<file path="config.mk">
export PLATFORM = sky130hd
export DESIGN_NAME = uart_rx_param
export DESIGN_NICKNAME = d
export VERILOG_FILES = /design/src/rtl/uart_pkg.sv /design/src/rtl/uart_baud_gen.sv /design/src/rtl/uart_rx_param.sv
export SDC_FILE = /design/constraint.sdc
export NUM_CORES = 1
export LEC_CHECK = 0
export CORE_MARGIN = 1.5
export CORE_UTILIZATION = 50
export CTS_CLUSTER_DIAMETER = 60
export DETAILED_ROUTE_END_ITERATION = 6
export GPL_TIMING_DRIVEN = 0
export PLACE_DENSITY = 0.75
export SLEW_MARGIN = 30
export SYNTH_ARGS = -nofsm -noshare
export SYNTH_HDL_FRONTEND = slang
export SYNTH_SLANG_ARGS = --single-unit
</file>
<file path="constraint.sdc">
create_clock -name clk -period 2.6 [get_ports clk]
set_clock_uncertainty 0.2 [all_clocks]
set_input_delay 0.52 -clock clk [delete_from_list [all_inputs] [get_ports clk]]
set_output_delay 0.52 -clock clk [all_outputs]
set_load 0.01 [all_outputs]
</file>
<file path="src/rtl/uart_pkg.sv">
// Shared parity-mode constants and receiver FSM state type.
package uart_pkg;

  localparam int PAR_NONE = 0;
  localparam int PAR_EVEN = 1;
  localparam int PAR_ODD  = 2;

  typedef enum logic [2:0] {
    ST_IDLE,
    ST_START,
    ST_DATA,
    ST_PARITY,
    ST_STOP,
    ST_BREAK
  } rx_state_e;

endpackage

</file>
<file path="src/rtl/uart_baud_gen.sv">
// Oversample tick generator: free-running divide-by-CLK_DIV, restartable on a start edge.
module uart_baud_gen #(
  parameter int CLK_DIV = 4
) (
  input  logic clk,
  input  logic rst,
  input  logic restart,
  output logic tick
);

  localparam int CNT_W = $clog2(CLK_DIV);
  localparam logic [CNT_W-1:0] CNT_LAST = CNT_W'(CLK_DIV - 1);

  logic [CNT_W-1:0] cnt;

  always_ff @(posedge clk or posedge rst) begin
    if (rst) begin
      cnt <= '0;
    end else if (restart || cnt == CNT_LAST) begin
      cnt <= '0;
    end else begin
      cnt <= cnt + 1'b1;
    end
  end

  assign tick = (cnt == CNT_LAST);

endmodule

</file>
<file path="src/rtl/uart_rx_param.sv">
// Parameterized UART receiver: oversampled centre sampling, optional parity, 1-2 stop bits.
// state     | meaning
// ST_IDLE   | waiting for a synchronized falling edge with en_rx high
// ST_START  | confirming the start bit at its centre (false-start filter)
// ST_DATA   | shifting payload bits, LSB first
// ST_PARITY | capturing the parity bit
// ST_STOP   | checking stop bits; last one publishes the frame
// ST_BREAK  | final stop bit was low; hold until the line returns high
module uart_rx_param
  import uart_pkg::*;
#(
  parameter int DATA_BITS  = 8,
  parameter int CLK_DIV    = 4,
  parameter int OVERSAMPLE = 16,
  parameter int PARITY     = 0,
  parameter int STOP_BITS  = 1
) (
  input  logic                 clk,
  input  logic                 rst,
  input  logic                 en_rx,
  input  logic                 u_rx,
  output logic [DATA_BITS-1:0] data,
  output logic                 u_rx_done,
  output logic                 parity_err,
  output logic                 frame_err,
  output logic                 busy
);

  if (DATA_BITS < 5 || DATA_BITS > 9) begin : g_bad_data_bits
    $fatal(1, "uart_rx_param: DATA_BITS must be 5..9");
  end
  if (CLK_DIV < 2) begin : g_bad_clk_div
    $fatal(1, "uart_rx_param: CLK_DIV must be >= 2");
  end
  if (OVERSAMPLE < 8 || (OVERSAMPLE % 2) != 0) begin : g_bad_oversample
    $fatal(1, "uart_rx_param: OVERSAMPLE must be even and >= 8");
  end
  if (PARITY != PAR_NONE && PARITY != PAR_EVEN && PARITY != PAR_ODD) begin : g_bad_parity
    $fatal(1, "uart_rx_param: PARITY must be 0, 1 or 2");
  end
  if (STOP_BITS < 1 || STOP_BITS > 2) begin : g_bad_stop_bits
    $fatal(1, "uart_rx_param: STOP_BITS must be 1 or 2");
  end

  localparam int OS_W = $clog2(OVERSAMPLE);
  localparam logic [OS_W-1:0] OS_MID  = OS_W'(OVERSAMPLE / 2 - 1);
  localparam logic [OS_W-1:0] OS_LAST = OS_W'(OVERSAMPLE - 1);
  localparam logic [3:0] DATA_LAST = 4'(DATA_BITS - 1);
  localparam logic [3:0] STOP_LAST = 4'(STOP_BITS - 1);

  rx_state_e            state, state_nxt;
  logic                 rx_s1, rx_s2, rx_d;
  logic [OS_W-1:0]      os_cnt, os_cnt_nxt;
  logic [3:0]           bit_cnt, bit_cnt_nxt;
  logic [DATA_BITS-1:0] shreg, shreg_nxt, data_nxt;
  logic                 par_bit, par_nxt;
  logic                 stop_err, serr_nxt;
  logic                 perr_nxt, ferr_nxt, done_nxt;
  logic                 restart, tick, sample, start_edge, exp_par;

  uart_baud_gen #(.CLK_DIV(CLK_DIV)) u_baud (
    .clk     (clk),
    .rst     (rst),
    .restart (restart),
    .tick    (tick)
  );

  assign start_edge = rx_d & ~rx_s2;
  assign sample     = tick & ((state == ST_START) ? (os_cnt == OS_MID) : (os_cnt == OS_LAST));
  assign exp_par    = (PARITY == PAR_ODD) ? ~^shreg : ^shreg;
  assign busy       = (state != ST_IDLE);

  always_ff @(posedge clk or posedge rst) begin
    if (rst) begin
      rx_s1      <= 1'b1;
      rx_s2      <= 1'b1;
      rx_d       <= 1'b1;
      state      <= ST_IDLE;
      os_cnt     <= '0;
      bit_cnt    <= '0;
      shreg      <= '0;
      par_bit    <= 1'b0;
      stop_err   <= 1'b0;
      data       <= '0;
      parity_err <= 1'b0;
      frame_err  <= 1'b0;
      u_rx_done  <= 1'b0;
    end else begin
      rx_s1      <= u_rx;
      rx_s2      <= rx_s1;
      rx_d       <= rx_s2;
      state      <= state_nxt;
      os_cnt     <= os_cnt_nxt;
      bit_cnt    <= bit_cnt_nxt;
      shreg      <= shreg_nxt;
      par_bit    <= par_nxt;
      stop_err   <= serr_nxt;
      data       <= data_nxt;
      parity_err <= perr_nxt;
      frame_err  <= ferr_nxt;
      u_rx_done  <= done_nxt;
    end
  end

  always_comb begin
    state_nxt   = state;
    os_cnt_nxt  = os_cnt;
    bit_cnt_nxt = bit_cnt;
    shreg_nxt   = shreg;
    par_nxt     = par_bit;
    serr_nxt    = stop_err;
    data_nxt    = data;
    perr_nxt    = parity_err;
    ferr_nxt    = frame_err;
    done_nxt    = 1'b0;
    restart     = 1'b0;

    if (tick && state != ST_IDLE && state != ST_BREAK) begin
      os_cnt_nxt = sample ? '0 : os_cnt + 1'b1;
    end

    case (state)
      ST_IDLE: begin
        os_cnt_nxt  = '0;
        bit_cnt_nxt = '0;
        if (en_rx && start_edge) begin
          state_nxt = ST_START;
          restart   = 1'b1;
        end
      end
      ST_START: begin
        if (sample) begin
          state_nxt = rx_s2 ? ST_IDLE : ST_DATA;
          serr_nxt  = 1'b0;
        end
      end
      ST_DATA: begin
        if (sample) begin
          shreg_nxt = {rx_s2, shreg[DATA_BITS-1:1]};
          if (bit_cnt == DATA_LAST) begin
            bit_cnt_nxt = '0;
            state_nxt   = (PARITY == PAR_NONE) ? ST_STOP : ST_PARITY;
          end else begin
            bit_cnt_nxt = bit_cnt + 4'd1;
          end
        end
      end
      ST_PARITY: begin
        if (sample) begin
          par_nxt   = rx_s2;
          state_nxt = ST_STOP;
        end
      end
      ST_STOP: begin
        if (sample) begin
          if (bit_cnt == STOP_LAST) begin
            // Publish the frame; a low final stop bit may be a break, so wait it out.
            data_nxt  = shreg;
            perr_nxt  = (PARITY != PAR_NONE) && (par_bit != exp_par);
            ferr_nxt  = stop_err | ~rx_s2;
            done_nxt  = 1'b1;
            state_nxt = rx_s2 ? ST_IDLE : ST_BREAK;
          end else begin
            serr_nxt    = stop_err | ~rx_s2;
            bit_cnt_nxt = bit_cnt + 4'd1;
          end
        end
      end
      ST_BREAK: begin
        if (rx_s2) state_nxt = ST_IDLE;
      end
      default: state_nxt = ST_IDLE;
    endcase
  end

endmodule

</file>
==> results.yml <==
outcome:
  status: "completed"
sta:
  worstMarginPinSlew_ns: 0.718
  finalSetupViolations: 0
  period_needed_ns: 2.40
  setup-tns-final_ns: 0
  relSlewSlack_pct: 52.1
  period_share_pct: 92.4
  report.final.slew_viol_count: 0
  rsz0062_at_grt: "no"
  finalHoldViolations: 0
  hold_ws_ns: 0.169
  timing.fmax_mhz: 416
hold_path:
  whs_path_depth: 0
  hold_path_class: "reg2reg"
layout:
  syn2layout_area_growth_pct: 16.2
  antenna_cells: 0
  layout.area.seq_um2: 880
  post-route-util_pct: 61.5
  multi_input_area_um2: 828
  finalNetCount: 192
  drive_gt1_share_pct: 22.2
  finalNonFillerCells: 231
  fillCellCount: 283
cts:
  cts_buffer_depth: 2
  clock_latency_ns: 0.33
  cts_root_buf: "clkbuf_4"
  htree_num_levels: 2
  cts_buffers: 5
  cts_tree: "built"
  cts_sinks: 35
  clk_pin_slew_ns: 0.11
  cts_setup_buffers: 0
synth:
  synthTopCellsByArea: "dfrtp_1 45%, mux2_2 11%, dfstp_2 4.4%, ha_1 2.8%, nor2_1 2.3%"
  syn_inst: 163
  synth_area_per_cell_um2: 11.0
  synth.most_common_cell: "dfrtp_1"
  synthArstFlopShare_pct: 100
  synth_top_area_share_pct: 44.7
  ys_seq_elements: 35
  yosys.area.top_type: "dfrtp_1"
  yosysWarnings: 0
  yosys-top-cells-count: "32 x dfrtp_1, 18 x mux2_2, 11 x nor2_1"
  netlist-cell-type-count: 52
  ys_seq_area_share_pct: 49.1
  synth.cell_area_um2: 1790
  synth.net_count: 171
  synth_edf_count: 0
  synth_ff_type: "dfrtp_1"
worst_setup_path:
  cpPeakStageDelay_ns: 0.52
  crit_family: "simple AND/OR/NAND/NOR gates"
  setup.worst_path.start_class: "flip-flop"
  cp_num_cells: 5
  path_cells: "inv_1, ha_1, or3b_2, nor3_4, mux2_2"
  cp_max_fo: 10
  required_ns: 2.64
  crit_type: "reg2reg"
  crit_slowest_cell: "or3b_2"
  cp_num_buf_inv: 1
  end_kind: "flip-flop"
  r2r_cells: 5
  arrival_ns: 2.44
placed_design:
  hpwlAfterDp_um: 2360
  place.gp.congestion: 0.939
  dp.cells: 223
  portBuffers: 14
routing:
  detail-route-antenna-nets: 0
  top_layer: "met4"
  finalWirelength_um: 3340
  drt_first_pass_iters: 4
  met2_length_um: 1600
  drtIter0Drc: 120
  drcViolationCount: 0
  met3_length_um: 187
  met1_length_um: 1520
  route.detailed.wl_per_inst_um: 14.5
  num_vias: 1289
  viasPerCell: 5.58
power:
  p_per_area_nw_per_um2: 670
  peakVddDrop_mv: 0.478
  p_leak_nw: 0.978
floorplan:
  core_area_um2: 3390
  die_area_um2: 3950
  die_h_um: 62.9
  die_w_um: 62.9
  pin_count: 16
  rows: 21
  initial_core_util_pct: 52.9
grt:
  grt_max_degree: 36
  antenna_found_initial: 0
  overflow: 0
  grt_pass1_vias: 1249
  grt_pass1_wl_um: 5890
  grt_usage_pct: 19.0
run:
  drv_cap: 0
-- through the flow --
| step | power, mW | setup WS [ns] | cell area, um2 |
|---|---|---|---|
| 2_1_floorplan | 0.893 | 0.444 | 1790 |
| 3_3_place_gp | 0.958 | 0.254 | 1990 |
| 4_1_cts | 1.41 | 0.0721 | 2080 |
| 5_1_grt | 1.49 | 0.0936 | 2080 |
| 6_report | 1.40 | 0.197 | 2080 |
| 3_5_place_dp | 0.980 | 0.185 | 1990 |
-- flip-flops by register name, indices dropped and copies added, names as in the netlist, 2 cells and up --
register and flops:
data 8, shreg 8, bit_cnt 4, os_cnt 4
state 3, u_baud.cnt 2
-- cell type report --
| type | count | area share (%) |
|---|---|---|
| Timing Repair Buffer | 14 | 6.85 |
| Multi-Input combinational cell | 110 | 39.8 |
| Inverter | 10 | 1.80 |
| Sequential cell | 35 | 42.2 |
| Buffer | 8 | 2.28 |
| Clock inverter | 2 | 1.86 |
| Tap cell | 46 | 2.76 |
| Clock buffer | 6 | 2.46 |
-- logic make-up (layout without fill, tap and decap cells) --
family | after synthesis | after routing | share of synthesized area [%]
other | 1 | 1 | 0.209
buffers and inverters | 18 | 40 | 4.75
XOR/XNOR | 4 | 4 | 1.95
adder cells (fa/ha/maj) | 4 | 4 | 2.79
AND/OR/NAND/NOR | 48 | 48 | 15.5
flip-flops | 35 | 35 | 49.1
AO/OA/AOI/OAI | 31 | 31 | 12.1
multiplexers | 22 | 22 | 13.6
-- per-layer routing --
layer  global-route usage (%)  vias up
met5                        0        -
met4                     6.11        0
met3                     4.86        4
met2                     30.2       45
met1                     25.4      613
li1                         -      627
-- where the power goes --
part	leakage (nW)	internal, mW	switching, mW
sequential	0.469	0.591	0.0423
combinational	0.460	0.142	0.199
clock	0.0489	0.232	0.189
-- layout by cell type (no fill, tap or decap), drive strengths merged, types with 3 or more instances in the layout --
| master | count |
|---|---|
| a21oi | 6 |
| buf | 6 |
| nand2 | 9 |
| dfrtp | 32 |
| nor2 | 12 |
| ha | 4 |
| nor3 | 3 |
| mux2i | 3 |
| clkdlybuf4s50 | 13 |
| inv | 11 |
| o21ai | 4 |
| mux2 | 19 |
| dfstp | 3 |
| or3b | 3 |
| nand3 | 3 |
| clkbuf | 8 |
-- timing repair --
action                     4_1_cts  5_1_grt
setup endpoints to repair        0        1
resized for setup                0        1
hold buffers                     0        0
hold endpoints to repair         0        0
-- final timing paths --
kind	from	endpoint	slack, ns
max	bit_cnt[0]	data[4]	0.20
max in group asynchronous	rst	os_cnt[1]	1.32
min reg2reg	rx_s1	rx_s2	0.17
max reg2reg	bit_cnt[0]	data[4]	0.20
min	rx_s1	rx_s2	0.17
min in group asynchronous	rst	u_rx_done	0.41
Power figures use the tool's default switching activity.
